## src/rtl/cafe_pkg.sv

```systemverilog
// Shared definitions for the coffee-maker payment path: controller states,
// default money/type widths and the default drink price table.
package cafe_pkg;

    typedef enum logic [1:0] {
        COLLECT  = 2'd0,
        VEND     = 2'd1,
        DISPENSE = 2'd2
    } cafe_state_e;

    localparam int DEF_MONEY_W    = 4;
    localparam int DEF_TYPE_W     = 3;
    localparam int DEF_NTYPES     = 4;
    localparam int DEF_MAX_CREDIT = 15;

    // Slice i-1 holds the price of drink code i; the LSB slice is code 1.
    localparam logic [DEF_NTYPES*DEF_MONEY_W-1:0] DEF_PRICES = {4'd7, 4'd5, 4'd4, 4'd3};

endpackage

```

## src/rtl/tabla_precios.sv

```systemverilog
// Combinational drink-code to price lookup over a packed price table.
// Codes 1..NTYPES are valid; any other code returns price 0 with valid low.
module tabla_precios
    import cafe_pkg::*;
#(
    parameter int                          MONEY_W = DEF_MONEY_W,
    parameter int                          TYPE_W  = DEF_TYPE_W,
    parameter int                          NTYPES  = DEF_NTYPES,
    parameter logic [NTYPES*MONEY_W-1:0]   PRICES  = DEF_PRICES
) (
    input  logic [TYPE_W-1:0]  c_type,
    output logic [MONEY_W-1:0] price,
    output logic               valid
);

    always_comb begin
        price = '0;
        valid = 1'b0;
        for (int i = 1; i <= NTYPES; i++) begin
            if (int'(c_type) == i) begin
                price = PRICES[(i-1)*MONEY_W +: MONEY_W];
                valid = 1'b1;
            end
        end
    end

endmodule

```

## src/rtl/cobrador_cafe.sv

```systemverilog
// Payment controller: accumulates coin credit, approves drink selections
// against the price table and pays out change one unit per handshake.
module cobrador_cafe
    import cafe_pkg::*;
#(
    parameter int                          MONEY_W    = DEF_MONEY_W,
    parameter int                          TYPE_W     = DEF_TYPE_W,
    parameter int                          NTYPES     = DEF_NTYPES,
    parameter logic [NTYPES*MONEY_W-1:0]   PRICES     = DEF_PRICES,
    parameter int                          MAX_CREDIT = DEF_MAX_CREDIT
) (
    input  logic               clk,
    input  logic               rst,
    input  logic               coin_valid,
    input  logic [MONEY_W-1:0] coin_value,
    output logic               coin_ready,
    output logic               coin_reject,
    input  logic               sel_valid,
    input  logic [TYPE_W-1:0]  c_type,
    input  logic               cancel,
    output logic               ok,
    output logic               sel_err,
    output logic [MONEY_W-1:0] credit,
    output logic [MONEY_W-1:0] cambio,
    output logic               change_valid,
    input  logic               change_ack
);

    localparam logic [MONEY_W:0] MAX_SUM = (MONEY_W+1)'(MAX_CREDIT);

    cafe_state_e        state_q, state_d;
    logic [MONEY_W-1:0] credit_q, credit_d;
    logic [MONEY_W-1:0] cambio_q, cambio_d;
    logic               ok_q, ok_d;
    logic               sel_err_q, sel_err_d;
    logic               coin_reject_q, coin_reject_d;

    logic [MONEY_W-1:0] price;
    logic               price_ok;
    logic [MONEY_W:0]   coin_sum;

    tabla_precios #(
        .MONEY_W (MONEY_W),
        .TYPE_W  (TYPE_W),
        .NTYPES  (NTYPES),
        .PRICES  (PRICES)
    ) u_tabla (
        .c_type (c_type),
        .price  (price),
        .valid  (price_ok)
    );

    // One extra bit so an over-limit coin is seen as overflow, not a wrap.
    assign coin_sum = {1'b0, credit_q} + {1'b0, coin_value};

    assign coin_ready   = (state_q == COLLECT) && !sel_valid && !cancel;
    assign change_valid = (state_q == DISPENSE) && (cambio_q != '0);
    assign credit       = credit_q;
    assign cambio       = cambio_q;
    assign ok           = ok_q;
    assign sel_err      = sel_err_q;
    assign coin_reject  = coin_reject_q;

    always_comb begin
        state_d       = state_q;
        credit_d      = credit_q;
        cambio_d      = cambio_q;
        ok_d          = 1'b0;
        sel_err_d     = 1'b0;
        coin_reject_d = 1'b0;

        unique case (state_q)
            COLLECT: begin
                if (cancel) begin
                    if (credit_q != '0) begin
                        cambio_d = credit_q;
                        credit_d = '0;
                        state_d  = DISPENSE;
                    end
                end else if (sel_valid) begin
                    if (!price_ok || (credit_q < price)) begin
                        sel_err_d = 1'b1;
                    end else begin
                        cambio_d = credit_q - price;
                        credit_d = '0;
                        ok_d     = 1'b1;
                        state_d  = VEND;
                    end
                end else if (coin_valid && coin_ready) begin
                    if ((coin_value == '0) || (coin_sum > MAX_SUM)) begin
                        coin_reject_d = 1'b1;
                    end else begin
                        credit_d = coin_sum[MONEY_W-1:0];
                    end
                end
            end

            VEND: begin
                state_d = (cambio_q != '0) ? DISPENSE : COLLECT;
            end

            DISPENSE: begin
                if (change_ack && change_valid) begin
                    cambio_d = cambio_q - MONEY_W'(1);
                    if (cambio_q == MONEY_W'(1)) begin
                        state_d = COLLECT;
                    end
                end
            end

            default: begin
                state_d = COLLECT;
            end
        endcase
    end

    always_ff @(posedge clk or posedge rst) begin
        if (rst) begin
            state_q       <= COLLECT;
            credit_q      <= '0;
            cambio_q      <= '0;
            ok_q          <= 1'b0;
            sel_err_q     <= 1'b0;
            coin_reject_q <= 1'b0;
        end else begin
            state_q       <= state_d;
            credit_q      <= credit_d;
            cambio_q      <= cambio_d;
            ok_q          <= ok_d;
            sel_err_q     <= sel_err_d;
            coin_reject_q <= coin_reject_d;
        end
    end

endmodule

```

## config.mk

```make
export PLATFORM = sky130hd
export DESIGN_NAME = cobrador_cafe
export DESIGN_NICKNAME = d
export VERILOG_FILES = /design/src/rtl/cafe_pkg.sv /design/src/rtl/tabla_precios.sv /design/src/rtl/cobrador_cafe.sv
export SDC_FILE = /design/constraint.sdc
export NUM_CORES = 1
export LEC_CHECK = 0
export CAP_MARGIN = 20
export CORE_MARGIN = 3
export CORE_UTILIZATION = 25
export DETAILED_ROUTE_END_ITERATION = 16
export MAX_ROUTING_LAYER = met4
export PLACE_DENSITY = 0.55
export SETUP_SLACK_MARGIN = 0.3
export SYNTH_ARGS = -nofsm -noshare
export SYNTH_HDL_FRONTEND = slang
export SYNTH_SLANG_ARGS = --single-unit
```

## constraint.sdc

```tcl
create_clock -name clk -period 4.22 [get_ports clk]
set_clock_uncertainty 0.05 [all_clocks]
set_input_delay 0.844 -clock clk [delete_from_list [all_inputs] [get_ports clk]]
set_output_delay 0.844 -clock clk [all_outputs]
set_load 0.005 [all_outputs]
```

==> results of run 1 <==
==> power groups by stage <==
stage / combinational (mW) / clock (mW) / sequential, mW
2_1_floorplan: 0.270 / 0 / 0.217
4_1_cts: 0.430 / 0.115 / 0.231
3_3_place_gp: 0.420 / 0 / 0.230
3_5_place_dp: 0.425 / 0 / 0.232
5_1_grt: 0.479 / 0.126 / 0.241
6_report: 0.423 / 0.110 / 0.229
==> worst reg2reg max path: stages (launching register included) <==
cell	delay, ns
dfrtp_1	0.44
inv_1	0.12
ha_1	0.16
inv_1	0.06
fa_1	0.40
a211oi_1	0.29
o41ai_1	0.12
o21ai_1	0.49
nor2_1	0.11
o22a_1	0.19
==> sequential cells by signal, summed over array words and instances (netlist names) <==
| signal | cells |
|---|---|
| cambio | 4 |
| credit | 4 |
| state_q | 2 |
| coin_reject | 1 |
| ok | 1 |
| sel_err | 1 |
==> cell type report <==
type                            instances  area, sq um  share of cell area, %
Multi-Input combinational cell         89          647                   47.3
Sequential cell                        13          325                   23.8
Timing Repair Buffer                   26          258                   18.8
Tap cell                               48         60.1                   4.39
Clock buffer                            4         45.0                   3.29
Inverter                                9         33.8                   2.47
==> logic make-up (layout without fill, tap and decap cells) <==
group	count (synthesis)	after routing	synth area share (%)
compound gates	29	29	19.5
xor+xnor	3	3	2.58
fa+ha+maj	11	11	15.0
buf+inv	12	39	4.54
flops	13	13	31.9
mux	4	4	4.30
simple gates	42	42	22.1
==> worst paths after layout <==
check / from / to / slack [ns]
max: c_type[2] / cambio[3] / 0.64
min: cambio[1] / cambio[1] / 0.49
max reg2reg: credit[0] / cambio[3] / 1.67
min reg2reg: cambio[1] / cambio[1] / 0.49
max in group asynchronous: rst / state_q[0] / 2.87
min in group asynchronous: rst / cambio[1] / 0.90
==> metal layers <==
| layer | global-route usage (%) | vias up | share of wire, % |
|---|---|---|---|
| li1 | - | 460 | - |
| met4 | 4.47 | 0 | 0.90 |
| met3 | 2.17 | 4 | 4.9 |
| met2 | 18.2 | 27 | 48 |
| met1 | 15.0 | 447 | 46 |
| met5 | - | - | 0 |
==> layout by cell type, fill, tap and decap left out, types with 2 or more instances in the layout <==
cell type,instances
a211o_1,2
a211oi_1,2
a21oi_1,6
a31oi_1,3
clkbuf_8,3
clkdlybuf4s50_1,25
dfrtp_1,13
fa_1,2
ha_1,9
inv_1,9
mux2_2,3
nand2_1,5
nand2b_1,4
nor2_1,14
nor2b_1,3
nor3_1,6
nor3b_1,2
nor4_1,3
o21a_1,2
o21ai_0,4
o22a_1,2
o41ai_1,2
or2_2,2
xnor2_1,2
==> results.yml, run 1 <==
global_route:
  grt-ovfl-total: 0
  grt_antenna_before_repair: 0
  grt_max_degree: 14
  grt_usage_pct: 11.7
  grt_pass1_wl_microns: 4480
  grt_pass1_vias: 975
critical_path:
  crit_type: "in -> reg"
  path_max_fanout: 8
  cp_num_buf_inv: 3
  ff2ff_path_depth: 9
  cpMaxStageDelayCell: "clkdlybuf4s50_1"
  slowest_delay_ns: 0.53
  end_kind: "flop"
  cp-start-kind: "input pin"
  cp.required_ns: 4.30
  worstPathCellList: "clkdlybuf4s50_1, inv_1, nor3_1, a21o_2, ha_1, inv_1, fa_1, a211oi_1, o41ai_1, o21ai_1, nor2_1, o22a_1"
  cp_top_family: "compound AO/OA/AOI/OAI gates"
  path_depth: 12
  critPathArrivalTime_ns: 3.66
  cp_common_cell: "inv_1"
clocking:
  clk_pin_slew_ns: 0.05
  cts_root_buf: "clkbuf_8"
  cts_buffer_depth: 2
  cts-resized-gates: 0
  numCtsBuffers: 3
  ctsHoldBuffers: 0
  htree_levels: 1
  numClockSinks: 13
  clock_latency_ns: 0.24
  cts_tree: "yes"
  post_cts.repair.setup_buffers: 0
pwr:
  power.total_mw: 0.762
  p_switching_mw: 0.302
  internal_power_mw: 0.460
  power_frac_comb_pct: 55.5
  netSwitchingFraction_pct: 39.7
  power_frac_seq_pct: 30.0
  leakage_nw: 0.573
  power.share.clock_pct: 14.4
  pwr_density_cell_mw_per_mm2: 556
  vdd_ir_drop_max_mv: 0.163
floorplan:
  io_pins: 26
  die_x_microns: 69.8
  initial_utilization_pct: 26.8
  core_region_area_sq_mm: 0.00380
  die_y_microns: 69.8
  dieArea_sq_mm: 0.00488
  fp-row-count: 22
timing:
  finalSetupViolCount: 0
  min_period_over_period_pct: 84.8
  rsz0062_at_grt: "no"
  maxSlewViolCount: 0
  max_slew.worst_pin.slew_ns: 0.560
  fin_setup_tns_ns: 0
  hold_viol_final: 0
  maxSlewHeadroom_pct: 62.4
  setup_ws_ns: 0.642
  fin_hold_ws_ns: 0.492
  final.min_clock_period_ns: 3.58
  clock.fmax_ghz: 0.280
synth:
  syn_area_per_cell_sq_um: 8.93
  seq_area_frac_synth_pct: 31.9
  synth.most_common_cell: "nor2_1"
  synth_top_area_share_pct: 31.9
  synth_top_area_cell: "dfrtp_1"
  synth.distinct_cells: 36
  synth_nets: 138
  synth-seq-cells: 13
  yosysWarnings: 0
  syn_area_sq_mm: 0.00102
  synth.top_cells.by_count: "nor2_1, dfrtp_1, ha_1, inv_1"
  yosys-top-cells-area: "dfrtp_1, ha_1, nor2_1"
  synth_edf_count: 0
  ys.flop_type: "dfrtp_1"
  synth-async-reset-ratio_pct: 100
  netlist_instances: 114
worst_hold_path:
  min_path_cells: 2
  min_path_type: "reg -> reg"
finish:
  fin_cells: 189
  final_core_util_pct: 36.0
  syn2layout_area_growth_pct: 34.4
  final_nets: 166
  fill_cells: 399
  antenna_cells: 0
  stdcell_area_sq_mm: 0.00137
  final_layout_size_suffix_gt1_share_pct: 8.51
detailed_routing:
  drt_iter0_markers: 17
  via_per_inst: 4.96
  totalWireLength_microns: 2540
  ant_nets: 0
  routed-via-count: 938
  drt_pass1_iterations: 4
  wl_per_cell_microns: 13.4
  drcViolationCount: 0
placed_design:
  pre_cts_slack_ns: 0.381
  gp_congestion: 0.764
  detailed_place.area_sq_mm: 0.00132
  dp_cells: 185
  place_hpwl_microns: 2080
  portBuffers: 25
run_status:
  status: "finished, final reports clean"
job:
  max-cap-violations: 0
(Power assumes the default switching activity.)
==> run 2: changes to the inputs <==
--- a/config.mk
+++ b/config.mk
@@ -10,7 +10,7 @@
 export CORE_UTILIZATION = 25
 export DETAILED_ROUTE_END_ITERATION = 16
 export MAX_ROUTING_LAYER = met4
-export PLACE_DENSITY = 0.55
+export PLACE_DENSITY = 0.57
 export SETUP_SLACK_MARGIN = 0.3
 export SYNTH_ARGS = -nofsm -noshare
 export SYNTH_HDL_FRONTEND = slang
==> constraint.sdc (replaced) <==
create_clock -name clk -period 2.9 [get_ports clk]
set_clock_uncertainty 0.05 [all_clocks]
set_input_delay 0.58 -clock clk [delete_from_list [all_inputs] [get_ports clk]]
set_output_delay 0.58 -clock clk [all_outputs]
set_load 0.005 [all_outputs]
==> run 2 against run 1 <==
  * Critical path type unchanged
  * Die area did not move
  * Sequential power rose by 47%
  * Critical path depth did not move
  * Critical endpoint is now credit[3]
  * Non-clock buffer count rose by 9
  * Largest power group unchanged
  * Register-to-register slack got worse by 1.1 ns
  * Clock-buffer cell count did not move
==> results.yml, run 2 (synthesis gave the netlist of run 1 again) <==
run_status:
  status: "finished, final reports clean"
critical_path:
  ff2ff_path_depth: 9
  crit_type: "in -> reg"
  slowest_delay_ns: 0.34
  path_max_fanout: 3
  cp_num_buf_inv: 3
  worstPathCellList: "buf_4, inv_12, nor3_4, a21o_2, ha_4, inv_2, fa_2, a211oi_2, or3_4, o211a_1, nor3_4, mux2_4"
  reg2reg_to: "credit[3]"
  r2r_start: "credit[0]"
  cp_common_cell: "nor3_4"
  rrSetupSlack_ns: 0.60
  critPathArrivalTime_ns: 2.58
  end_kind: "flop"
  cp.required_ns: 2.97
  cp-start-kind: "input pin"
  cp_top_family: "simple AND/OR/NAND/NOR gates"
  cpMaxStageDelayCell: "or3_4"
clocking:
  clock_latency_ns: 0.24
  cts_root_buf: "clkbuf_8"
  numClockSinks: 13
  cts_buffer_depth: 2
  cts_tree: "yes"
  clk_pin_slew_ns: 0.06
  htree_levels: 1
  numCtsBuffers: 3
timing:
  fin_setup_tns_ns: 0
  hold_viol_final: 0
  maxSlewViolCount: 0
  final.min_clock_period_ns: 2.52
  rsz0062_at_grt: "no"
  clock.fmax_ghz: 0.397
  min_period_over_period_pct: 86.8
  max_slew.worst_pin.slew_ns: 0.554
  fin_hold_ws_ns: 0.500
  finalSetupViolCount: 0
  maxSlewHeadroom_pct: 62.6
  setup_ws_ns: 0.383
detailed_routing:
  wl_per_cell_microns: 12.5
  totalWireLength_microns: 2480
  drt_pass1_iterations: 4
  ant_nets: 0
  via_per_inst: 4.89
  drcViolationCount: 0
  routed-via-count: 969
  drt_iter0_markers: 28
finish:
  final_cell_mix: "clkdlybuf4s50_1, nor2_1, dfrtp_1"
  antenna_cells: 0
  syn2layout_area_growth_pct: 46.6
  stdcell_area_sq_mm: 0.00149
  final_nets: 175
  final_layout_size_suffix_gt1_share_pct: 22.7
  final_core_util_pct: 39.3
  final_common_cell: "clkdlybuf4s50_1"
  fin_cells: 198
placed_design:
  pre_cts_slack_ns: -0.421
  gp_congestion: 0.757
  detailed_place.area_sq_mm: 0.00144
  place_hpwl_microns: 2050
  dp_cells: 194
  portBuffers: 25
floorplan:
  dieArea_sq_mm: 0.00488
  initial_utilization_pct: 26.8
  core_region_area_sq_mm: 0.00380
  die_y_microns: 69.8
  fp-row-count: 22
  io_pins: 26
  die_x_microns: 69.8
global_route:
  grt_antenna_before_repair: 0
  grt_usage_pct: 10.9
  grt_pass1_wl_microns: 4260
  grt-ovfl-total: 0
  grt_pass1_vias: 1002
  grt_max_degree: 14
job:
  max-cap-violations: 0
pwr:
  leakage_nw: 0.645
  power.total_mw: 1.18
  vdd_ir_drop_max_mv: 0.252
  pwr_density_cell_mw_per_mm2: 789
worst_hold_path:
  hold_start: "state_q[0]"
  min_path_cells: 1
  whs_endpoint: "state_q[1]"
  min_path_type: "reg -> reg"
==> run 2: cell types whose count changed in the layout (fill, tap and decap cells not counted), moves of 2 or more <==
| cell | change |
|---|---|
| inv_1 | -2 |
| buf_2 | +2 |
| mux2_2 | -2 |
| mux2_4 | +2 |
| clkdlybuf4s50_1 | -4 |
| fa_1 | -2 |
| fa_2 | +2 |
| ha_1 | -2 |
| buf_4 | +10 |
==> run 2: worst max-delay path by stage <==
stage	start	to	slack [ns]	depth (start not counted)
6_report	c_type[2]	credit[3]	0.38	12
5_1_grt	c_type[2]	credit[3]	0.32	12
4_1_cts	c_type[2]	credit[3]	0.31	12
3_5_place_dp	c_type[2]	credit[3]	-0.42	12
3_3_place_gp	c_type[2]	credit[3]	-0.37	12
2_1_floorplan	c_type[2]	credit[2]	0.24	11
==> run 2: power breakdown <==
group / leakage [nW] / internal (mW) / switching [mW] / total, mW
combinational: 0.460 / 0.383 / 0.299 / 0.682
sequential: 0.163 / 0.240 / 0.0969 / 0.337
clock: 0.0228 / 0.0967 / 0.0610 / 0.158
total: 0.645 / 0.720 / 0.457 / 1.18
==> run 2: per-layer routing <==
metal | vias up | GRT usage [%] | part of all wire [%]
met4 | 0 | 2.55 | 0.32
li1 | 482 | - | -
met2 | 23 | 19.1 | 50
met1 | 462 | 12.5 | 44
met3 | 2 | 2.61 | 5.2
met5 | - | - | 0
==> run 2: timing repair <==
action,4_1_cts,5_1_grt
resized for setup,16,5
hold buffers,0,0
setup endpoints to repair,12,6
pin swaps,4,2
setup buffers,0,0
==> run 2: cell type report <==
cell class,count,area (sq um)
clock buffers,4,45.0
fillers,388,2310
inverters,9,46.3
multi-input cells,89,701
flip-flops and latches,13,325
well taps,48,60.1
repair buffers,35,315
==> run 3: changes to the inputs <==
--- a/config.mk
+++ b/config.mk
@@ -6,11 +6,14 @@
 export NUM_CORES = 1
 export LEC_CHECK = 0
 export CAP_MARGIN = 20
+export CELL_PAD_IN_SITES_DETAIL_PLACEMENT = 1
+export CELL_PAD_IN_SITES_GLOBAL_PLACEMENT = 1
 export CORE_MARGIN = 3
 export CORE_UTILIZATION = 25
 export DETAILED_ROUTE_END_ITERATION = 16
+export GPL_TIMING_DRIVEN = 0
 export MAX_ROUTING_LAYER = met4
-export PLACE_DENSITY = 0.57
+export PLACE_DENSITY = 0.67
 export SETUP_SLACK_MARGIN = 0.3
 export SYNTH_ARGS = -nofsm -noshare
 export SYNTH_HDL_FRONTEND = slang
==> constraint.sdc (replaced) <==
create_clock -name clk -period 2.62 [get_ports clk]
set_clock_uncertainty 0.05 [all_clocks]
set_input_delay 0.524 -clock clk [delete_from_list [all_inputs] [get_ports clk]]
set_output_delay 0.524 -clock clk [all_outputs]
set_load 0.005 [all_outputs]
==> run 3 against run 2 <==
  * Via count up 6.7%
  * Clock power up 22%
  * Sequential share of layout area down 2.3 points
  * Setup slack worse by 0.26 ns
  * Register-to-register slack worse by 0.36 ns
  * Flip-flop and latch count unchanged
  * Wire length up 26%
  * Cell area up 12%
  * Cell count up 4.5%
  * Global-route usage up 3.0 points
  * Die area unchanged
  * Non-clock buffer count up 9
==> results.yml, run 3 (synthesis gave the netlist of run 1 again) <==
global_route:
  grt_pass1_wl_microns: 5440
  grt_antenna_before_repair: 0
  grt_pass1_vias: 1197
  grt_max_degree: 14
  grt-ovfl-total: 0
  grt_usage_pct: 13.9
clocking:
  clock_latency_ns: 0.25
  cts_buffer_depth: 2
  cts_root_buf: "clkbuf_8"
  numCtsBuffers: 3
  cts_tree: "yes"
  numClockSinks: 13
  clk_pin_slew_ns: 0.05
  htree_levels: 1
finish:
  syn2layout_area_growth_pct: 63.8
  final_cell_mix: "clkdlybuf4s50_1, buf_4, dfrtp_1"
  final_layout_size_suffix_gt1_share_pct: 32.7
  final_common_cell: "clkdlybuf4s50_1"
  final_nets: 184
  antenna_cells: 0
  fill_cells: 432
pwr:
  leakage_nw: 0.706
  vdd_ir_drop_max_mv: 0.293
  pwr_density_cell_mw_per_mm2: 917
  power.total_mw: 1.53
detailed_routing:
  drt_pass1_iterations: 4
  ant_nets: 0
  drt_iter0_markers: 20
  drcViolationCount: 0
  totalWireLength_microns: 3130
  via_per_inst: 5.00
  wl_per_cell_microns: 15.1
  routed-via-count: 1034
critical_path:
  ff2ff_path_depth: 9
  worstPathCellList: "buf_12, inv_12, nor3_4, a21o_4, ha_4, inv_2, fa_2, a211oi_2, or3_4, o211a_1, nor3_4, mux2_4"
  critPathArrivalTime_ns: 2.57
  rrSetupSlack_ns: 0.24
  reg2reg_to: "credit[3]"
  cp.required_ns: 2.70
  path_max_fanout: 3
  r2r_start: "credit[0]"
  startpoint: "c_type[2]"
  cp_common_cell: "nor3_4"
  slowest_delay_ns: 0.35
  critical_path.endpoint: "credit[3]"
  crit_type: "in -> reg"
  cp-start-kind: "input pin"
  end_kind: "flop"
  cpMaxStageDelayCell: "or3_4"
job:
  max-cap-violations: 0
floorplan:
  io_pins: 26
  initial_utilization_pct: 26.8
  die_x_microns: 69.8
  core_region_area_sq_mm: 0.00380
  fp-row-count: 22
  dieArea_sq_mm: 0.00488
  die_y_microns: 69.8
timing:
  max_slew.worst_pin.slew_ns: 0.942
  finalSetupViolCount: 0
  clock.fmax_ghz: 0.401
  min_period_over_period_pct: 95.2
  hold_viol_final: 0
  maxSlewHeadroom_pct: 36.4
  fin_setup_tns_ns: 0
  maxSlewViolCount: 0
  rsz0062_at_grt: "yes"
  final.min_clock_period_ns: 2.49
worst_hold_path:
  hold_start: "state_q[0]"
  min_path_type: "reg -> reg"
run_status:
  status: "finished, final reports clean"
placed_design:
  gp_congestion: 0.828
  portBuffers: 25
  place_hpwl_microns: 2280
-- run 3: timing repair --
action,4_1_cts,5_1_grt
setup buffers,14,2
resized for setup,37,12
pin swaps,12,3
setup endpoints to repair,13,10
hold buffers,0,0
-- run 3: critical path, delay by kind of cell --
family                     cells  cell delay (ns)
and+or+nand+nor                3             0.59
AOI/OAI and AO/OA              3             0.53
adders and majority gates      2             0.37
muxes                          1             0.33
buffers and inverters          3             0.22
-- run 3: metrics by stage --
stage          hold WS [ns]  instance area (sq um)  instances  setup WS [ns]  utilization, %
2_1_floorplan         0.351                   1070        114         0.0171               -
6_report              0.519                   1670        207          0.126            43.9
3_5_place_dp          0.501                   1380        187         -0.835            36.3
5_1_grt               0.573                   1670        207         0.0447            43.9
3_3_place_gp          0.476                   1380        187         -0.765            36.3
4_1_cts               0.528                   1600        205          0.122            42.2
-- run 3: cell type report --
cell class	instances	area, sq um	share of cell area [%]
Multi-Input combinational cell	89	783	47.0
Timing Repair Buffer	41	394	23.6
Sequential cell	13	325	19.5
Tap cell	48	60.1	3.60
Inverter	9	46.3	2.78
Clock buffer	4	45.0	2.70
Buffer	3	13.8	0.825
-- run 3: how the worst min path moves through the flow --
stage	cells after the start	to	slack [ns]
finish	1	state_q[1]	0.52
global route	1	state_q[1]	0.57
CTS	1	state_q[1]	0.53
detailed placement	2	cambio[1]	0.50
global placement	2	cambio[1]	0.48
floorplan	1	cambio[0]	0.35
-- run 3: layer usage --
layer | GRT usage (%) | routed length [microns] | vias up
met1 | 16.6 | 1310 | 508
met3 | 2.61 | 106 | 4
li1 | - | - | 500
met5 | - | 0 | -
met2 | 24.4 | 1680 | 22
met4 | 2.55 | 22 | 0
-- run 3: where the power goes --
group	switching [mW]	internal [mW]	total, mW
Combinational	0.439	0.533	0.972
Clock	0.0837	0.108	0.192
Sequential	0.101	0.265	0.366
